**src/rtl/inst_queue_pkg.sv**
```systemverilog
// inst_queue shared types and helpers.
// Entry layout and width helpers used by the queue and its storage.
package inst_queue_pkg;

  localparam int INST_W  = 32;
  localparam int PC_W    = 32;
  localparam int ENTRY_W = PC_W + INST_W;

  typedef struct packed {
    logic [PC_W-1:0]   pc;
    logic [INST_W-1:0] inst;
  } entry_t;

  function automatic int clog2(input int v);
    int r;
    r = 0;
    while ((1 << r) < v) r++;
    return r;
  endfunction

endpackage

```
**src/rtl/inst_queue_if.sv**
```systemverilog
// inst_queue fetch/decode bundle.
// Master is the fetch+decode side, slave is the queue.
interface inst_queue_if #(
  parameter int FETCH_N = 2,
  parameter int ISSUE_N = 2,
  parameter int DEPTH   = 16
);
  import inst_queue_pkg::*;

  localparam int ICW = clog2(ISSUE_N + 1);
  localparam int CW  = clog2(DEPTH) + 1;

  logic                       flush;
  logic                       fetch_valid;
  logic [PC_W-1:0]            fetch_pc;
  logic [INST_W*FETCH_N-1:0]  fetch_rdata;
  logic                       fetch_ready;
  logic [ISSUE_N-1:0]         out_valid;
  logic [INST_W*ISSUE_N-1:0]  out_inst;
  logic [PC_W*ISSUE_N-1:0]    out_pc;
  logic [ICW-1:0]             issue_cnt;
  logic [CW-1:0]              count;

  modport master (
    output flush,
    output fetch_valid,
    output fetch_pc,
    output fetch_rdata,
    output issue_cnt,
    input  fetch_ready,
    input  out_valid,
    input  out_inst,
    input  out_pc,
    input  count
  );

  modport slave (
    input  flush,
    input  fetch_valid,
    input  fetch_pc,
    input  fetch_rdata,
    input  issue_cnt,
    output fetch_ready,
    output out_valid,
    output out_inst,
    output out_pc,
    output count
  );

endinterface

```
**src/rtl/inst_queue_ram.sv**
```systemverilog
// inst_queue entry storage.
// FETCH_N wrapping write ports, ISSUE_N async read ports.
module inst_queue_ram
  import inst_queue_pkg::*;
#(
  parameter int DEPTH   = 16,
  parameter int FETCH_N = 2,
  parameter int ISSUE_N = 2,
  parameter int AW      = clog2(DEPTH)
) (
  input  logic                       clk,
  input  logic [FETCH_N-1:0]         i_we,
  input  logic [AW-1:0]              i_waddr,
  input  entry_t [FETCH_N-1:0]       i_wdata,
  input  logic [AW-1:0]              i_raddr,
  output entry_t [ISSUE_N-1:0]       o_rdata
);

  entry_t r_mem [DEPTH];

  // write consecutive slots starting at i_waddr, wrapping mod DEPTH
  always_ff @(posedge clk) begin
    for (int p = 0; p < FETCH_N; p++) begin
      if (i_we[p]) begin
        r_mem[i_waddr + AW'(p)] <= i_wdata[p];
      end
    end
  end

  // read the ISSUE_N oldest slots starting at i_raddr
  always_comb begin
    for (int j = 0; j < ISSUE_N; j++) begin
      o_rdata[j] = r_mem[i_raddr + AW'(j)];
    end
  end

endmodule

```
**src/rtl/inst_queue.sv**
```systemverilog
// inst_queue: fetch-to-decode instruction buffer.
// Pointers, occupancy, pop clamp and fetch offset handling.
module inst_queue
  import inst_queue_pkg::*;
#(
  parameter int FETCH_N = 2,
  parameter int ISSUE_N = 2,
  parameter int DEPTH   = 16
) (
  input  logic         clk,
  input  logic         rst,
  inst_queue_if.slave  io_q
);

  localparam int W  = clog2(FETCH_N);
  localparam int AW = clog2(DEPTH);
  localparam int PW = AW + 1;

  logic [PW-1:0]          r_wr_ptr;
  logic [PW-1:0]          r_rd_ptr;
  logic [PW-1:0]          w_count;
  logic                   w_ready;
  logic                   w_push;
  logic [PW-1:0]          w_off;
  logic [PW-1:0]          w_k;
  logic [PW-1:0]          w_avail;
  logic [PW-1:0]          w_req;
  logic [PW-1:0]          w_pop;
  logic [PC_W-1:0]        w_base;
  logic [FETCH_N-1:0]     w_we;
  entry_t [FETCH_N-1:0]   w_wdata;
  entry_t [ISSUE_N-1:0]   w_rdata;

  // pointer difference is the occupancy; MSB disambiguates full/empty
  assign w_count = r_wr_ptr - r_rd_ptr;
  assign w_ready = (w_count <= PW'(DEPTH - FETCH_N));
  assign w_push  = io_q.fetch_valid && w_ready && !io_q.flush;

  generate
    if (W > 0) begin : g_off
      assign w_off = PW'(io_q.fetch_pc[W+1:2]);
    end else begin : g_no_off
      assign w_off = '0;
    end
  endgenerate

  assign w_base = io_q.fetch_pc & ~PC_W'((1 << (W + 2)) - 1);
  assign w_k    = PW'(FETCH_N) - w_off;

  // decode may ask for more than is shown; clamp to visible slots
  assign w_avail = (w_count > PW'(ISSUE_N)) ? PW'(ISSUE_N) : w_count;
  assign w_req   = PW'(io_q.issue_cnt);
  assign w_pop   = (w_req > w_avail) ? w_avail : w_req;

  // route wanted packet words (off..FETCH_N-1) onto write ports 0..k-1
  always_comb begin
    int idx;
    idx     = 0;
    w_we    = '0;
    w_wdata = '0;
    for (int p = 0; p < FETCH_N; p++) begin
      idx = int'(w_off) + p;
      if (idx < FETCH_N) begin
        w_we[p]         = w_push;
        w_wdata[p].pc   = w_base + PC_W'(idx * 4);
        w_wdata[p].inst = io_q.fetch_rdata[idx*INST_W +: INST_W];
      end
    end
  end

  // pointer update; flush and reset both return to an empty queue at 0
  always_ff @(posedge clk) begin
    if (rst) begin
      r_wr_ptr <= '0;
      r_rd_ptr <= '0;
    end else if (io_q.flush) begin
      r_wr_ptr <= '0;
      r_rd_ptr <= '0;
    end else begin
      if (w_push) begin
        r_wr_ptr <= r_wr_ptr + w_k;
      end
      r_rd_ptr <= r_rd_ptr + w_pop;
    end
  end

  inst_queue_ram #(
    .DEPTH   (DEPTH),
    .FETCH_N (FETCH_N),
    .ISSUE_N (ISSUE_N),
    .AW      (AW)
  ) u_ram (
    .clk     (clk),
    .i_we    (w_we),
    .i_waddr (r_wr_ptr[AW-1:0]),
    .i_wdata (w_wdata),
    .i_raddr (r_rd_ptr[AW-1:0]),
    .o_rdata (w_rdata)
  );

  // present the oldest entries; invalid slots read as zero
  always_comb begin
    io_q.out_valid = '0;
    io_q.out_inst  = '0;
    io_q.out_pc    = '0;
    for (int j = 0; j < ISSUE_N; j++) begin
      if (w_count > PW'(j)) begin
        io_q.out_valid[j]              = 1'b1;
        io_q.out_inst[j*INST_W +: INST_W] = w_rdata[j].inst;
        io_q.out_pc[j*PC_W +: PC_W]       = w_rdata[j].pc;
      end
    end
  end

  assign io_q.fetch_ready = w_ready;
  assign io_q.count       = w_count;

endmodule

```
**src/flat_wrapper.sv**
```systemverilog
// flat-port wrapper written by rule: the top's interface ports become plain ports
module inst_queue_flat import inst_queue_pkg::*;
#(
  parameter int FETCH_N = 2,
  parameter int ISSUE_N = 2,
  parameter int DEPTH   = 16
)
  (clk, rst, io_q_flush, io_q_fetch_valid, io_q_fetch_pc, io_q_fetch_rdata, io_q_issue_cnt, io_q_fetch_ready, io_q_out_valid, io_q_out_inst, io_q_out_pc, io_q_count);
  inst_queue_if #(.FETCH_N(FETCH_N), .ISSUE_N(ISSUE_N), .DEPTH(DEPTH)) io_q_i ();
  input  logic clk;
  input  logic rst;
  input wire logic [$bits(io_q_i.flush)-1:0] io_q_flush;
  input wire logic [$bits(io_q_i.fetch_valid)-1:0] io_q_fetch_valid;
  input wire logic [$bits(io_q_i.fetch_pc)-1:0] io_q_fetch_pc;
  input wire logic [$bits(io_q_i.fetch_rdata)-1:0] io_q_fetch_rdata;
  input wire logic [$bits(io_q_i.issue_cnt)-1:0] io_q_issue_cnt;
  output wire logic [$bits(io_q_i.fetch_ready)-1:0] io_q_fetch_ready;
  output wire logic [$bits(io_q_i.out_valid)-1:0] io_q_out_valid;
  output wire logic [$bits(io_q_i.out_inst)-1:0] io_q_out_inst;
  output wire logic [$bits(io_q_i.out_pc)-1:0] io_q_out_pc;
  output wire logic [$bits(io_q_i.count)-1:0] io_q_count;
  assign io_q_i.flush = io_q_flush;
  assign io_q_i.fetch_valid = io_q_fetch_valid;
  assign io_q_i.fetch_pc = io_q_fetch_pc;
  assign io_q_i.fetch_rdata = io_q_fetch_rdata;
  assign io_q_i.issue_cnt = io_q_issue_cnt;
  assign io_q_fetch_ready = io_q_i.fetch_ready;
  assign io_q_out_valid = io_q_i.out_valid;
  assign io_q_out_inst = io_q_i.out_inst;
  assign io_q_out_pc = io_q_i.out_pc;
  assign io_q_count = io_q_i.count;
  inst_queue #(.FETCH_N(FETCH_N), .ISSUE_N(ISSUE_N), .DEPTH(DEPTH)) u_core (.clk(clk), .rst(rst), .io_q(io_q_i));
endmodule
```
**config.mk**
```make
export PLATFORM = sky130hd
export DESIGN_NAME = inst_queue_flat
export DESIGN_NICKNAME = d
export VERILOG_FILES = /design/src/rtl/inst_queue_pkg.sv /design/src/rtl/inst_queue_if.sv /design/src/rtl/inst_queue_ram.sv /design/src/rtl/inst_queue.sv /design/src/flat_wrapper.sv
export SDC_FILE = /design/constraint.sdc
export NUM_CORES = 2
export LEC_CHECK = 0
export CAP_MARGIN = 10
export CORE_ASPECT_RATIO = 0.8
export CORE_MARGIN = 2
export CORE_UTILIZATION = 30
export CTS_CLUSTER_DIAMETER = 150
export DETAILED_ROUTE_END_ITERATION = 16
export GPL_ROUTABILITY_DRIVEN = 0
export PLACE_DENSITY = 0.54
export SKIP_CTS_REPAIR_TIMING = 1
export SKIP_LAST_GASP = 1
export SLEW_MARGIN = 20
export SYNTH_ARGS = -nofsm -noshare
export SYNTH_HDL_FRONTEND = slang
export SYNTH_HIERARCHICAL = 1
export SYNTH_SLANG_ARGS = --single-unit
```
**constraint.sdc**
```tcl
create_clock -name clk -period 20.6 [get_ports clk]
set_clock_uncertainty 0.05 [all_clocks]
set_input_delay 6.18 -clock clk [delete_from_list [all_inputs] [get_ports clk]]
set_output_delay 6.18 -clock clk [all_outputs]
set_load 0.02 [all_outputs]
```
==> results.md <==
- Top_reg_cell synth: edfxtp_1
- Crit path max fanout: between 90 and 100
- Pwr/cell area: roughly 100 mW/mm^2
- Final hold vios: 0
- Worst hold slack: ~0.45 ns
- Post-synth EDFFs: 1024
- Largest delay share family, worst path: buffers and inverters
- Worst-path cell chain: buf_12, ha_4, buf_4, buf_4, mux4_2, o21ai_0, nand4_1, nor2b_1, clkdlybuf4s50_1
- Number of global-route vias before repair: approximately 40000
- R2R setup slack: approximately 13 ns
- Post-route setup TNS: 0 ns
- WL/cell: 32.9 um
- Most common cell on crit path: buf_4
- Clk sinks: slightly above 1000
- Via/cell ratio: between 5 and 6
- Area grow syn2layout: 14.4%
- Slowest CP cell: dfxtp_4
- Register Area: around 0.031 mm^2
- Final wirelength: 224 mm
- Core area: roughly 0.2 mm^2
- First-pass GRT wire length: ~310 mm
- Site Rows: ~150
- H-Tree Depth: 3
- Filler cells: slightly below 20000
- CTS tree: yes
- Number of max-cap violations: 0
- Placed Cells: around 6600
- Crit Path Category: flop to primary output
- Synth Area per Inst: approximately 16 um^2
- Setup-failing EPs final: 0
- CP Capture Type: primary output
- Gate power share: 0.379
- Largest net degree at the start of global routing: about 140
- Antenna violations before repair: 21
- CP Data Arrival Time: ~6 ns
- Final non-filler cell total: approximately 6800
- Power share of the sequential group: 0.336
- Status: finished clean
- WP data required: 14.37 ns
- CP Launch Point: u_core/r_rd_ptr[1]
- Synthesized area: about 0.062 mm^2
- Slew Viols, Final: 0
- Clock Latency Late Sink: roughly 0.75 ns
- Reg2Reg Depth: 12
- Async SR Flop Fraction: 0
- VDD IR max: 88.8 uV
- Port Buffers: between 200 and 250
- WP depth: 9
- DP HPWL: 121 mm
- # DRC: 0
- CP peak stage delay: 0.90 ns
- Critical path capture point: io_q_out_pc[60]
- Area of the die: about 0.21 mm^2
- 1st-pass router iterations: 6
- Internal: approximately 4.7 mW
- Most common cell after layout, fill and taps aside: edfxtp_1
- Net Sw Power: around 2.4 mW
- Seq/Total Area, Yosys: 0.502
- Vias: ~40000
- Grt total ovfl: 0
- Share of cells above drive strength 1: 0.439
- Crit path launch type: flop
- Lkg Pwr: around 22 nW
- Final net count: 4135
- Sw frac: 0.343
- Clock group share of total power: 0.285
- Fin crit period: ~12 ns
- Actual slew at the worst max-slew pin: ~1.2 ns
- Worst reg2reg path endpoint: u_core/u_ram/r_mem[14][30]
- Yosys cell types: 56
- Fmax: about 80 MHz
- Relative slew slack: 0.203
- Ys Warns: 6
- Vert. Die Dim: about 400 um
- Initial Util: 0.302
- Root buf cell: clkbuf_16
- Clk buf depth: 3
- Worst Hold Class: flop to flop
- Chip width: slightly above 500 um
- Worst-path clk slew: about 0.060 ns
- Total track usage: 0.209
- Fin crit share: 0.601
- IO Count: 238
- RSZ-0062 raised after global routing: false
- Worst path bufs/invs: 4
- Multi-input combinational cell area: between 0.02 and 0.03 mm^2
- CTS buffer count: between 100 and 150
- Antenna viol nets, final: 0
- Most frequent cells in the layout: 1024 x edfxtp_1, 952 x mux2_2, 512 x mux4_2, 234 x clkdlybuf4s50_1, 211 x nand2_1
- Reg2reg start: u_core/r_rd_ptr[1]
- Synth Register Bits: 1034
- Syn Inst Count: just under 4000
- Iteration-0 DRC Markers: ~4600
[how the worst min path moves through the flow]
stage / to / depth (start not counted) / slack [ns] / start
floorplan: u_core/r_wr_ptr[4] / 2 / 0.41 / u_core/r_wr_ptr[4]
global placement: u_core/r_wr_ptr[4] / 2 / 0.43 / u_core/r_wr_ptr[4]
detailed placement: u_core/r_wr_ptr[4] / 2 / 0.43 / u_core/r_wr_ptr[4]
CTS: u_core/r_wr_ptr[4] / 2 / 0.45 / u_core/r_wr_ptr[4]
global route: u_core/r_wr_ptr[4] / 2 / 0.49 / u_core/r_wr_ptr[4]
finish: u_core/r_wr_ptr[4] / 2 / 0.45 / u_core/r_wr_ptr[4]
[Yosys cell counts, drive strengths merged, types with 16 or more instances]
| cell type | instances | area share |
|---|---|---|
| mux2 | 1057 | 0.19 |
| edfxtp | 1024 | 0.50 |
| mux4 | 512 | 0.19 |
| clkbuf | 226 | 0.014 |
| nand2 | 215 | 0.013 |
| buf | 212 | 0.018 |
| o21ai | 132 | 0.011 |
| a22oi | 130 | 0.016 |
| nor2b | 111 | 0.011 |
| and2 | 69 | 0.0070 |
| nand4 | 69 | 0.0070 |
| nor2 | 52 | 0.0035 |
| xor2 | 16 | 0.0023 |
[sequential cells by signal, indices dropped and copies added, names as in the netlist]
| name | flops |
|---|---|
| u_core/r_wr_ptr | 5 |
| u_core/r_rd_ptr | 5 |
| u_core/u_ram/r_mem | 1024 |
[stage by stage]
step	setup slack [ns]	cell area, um^2	total power [mW]	utilization
2_1_floorplan	8.27	61700	4.08	-
3_3_place_gp	8.84	66700	5.16	0.328
3_5_place_dp	8.86	66800	5.16	0.328
4_1_cts	8.06	70400	7.21	0.346
5_1_grt	7.84	70500	7.40	0.346
6_report	8.21	70500	7.12	0.346
[worst reg2reg max path: stages, from the launching register on]
cell and delay, ns:
dfxtp_4 0.90, buf_12 0.72, inv_1 0.28, fa_1 0.49
nand3_1 0.11, and3_2 0.21, o21ai_0 0.14, nor3_1 0.75
nand3_1 0.59, nor2_4 0.90, buf_4 0.62, buf_4 0.70
mux2_2 0.46
[layout make-up]
cell class	instances	area share
Antenna cell	3	0.000107
Clock buffer	141	0.0425
Clock inverter	72	0.00868
Inverter	14	0.000746
Multi-Input combinational cell	2503	0.414
Sequential cell	1034	0.439
Tap cell	2700	0.0479
Timing Repair Buffer	347	0.0471
[power by group through the flow]
stage / clock, mW / combinational, mW / sequential [mW]
6_report: 2.03 / 2.70 / 2.39
3_5_place_dp: 0 / 2.72 / 2.44
3_3_place_gp: 0 / 2.72 / 2.44
4_1_cts: 2.07 / 2.74 / 2.39
2_1_floorplan: 0 / 1.66 / 2.42
5_1_grt: 2.14 / 2.86 / 2.40
[cell families after synthesis]
group	after synthesis	synth area share
and+or+nand+nor	574	0.0482
DFF	1034	0.502
xor gates and xnor gates	18	0.00256
muxes	1573	0.381
AOI/OAI and AO/OA	291	0.0299
other	1	0.0000609
buffers and inverters	452	0.0322
adders and majority gates	17	0.00382
[metal layers]
layer | part of all wire | GRT usage
met1 | 0.44 | 0.302
met2 | 0.46 | 0.326
met3 | 0.080 | 0.0336
met4 | 0.025 | 0.0521
met5 | 0.00027 | 0
Note: power is estimated with default switching activity, not from simulation.
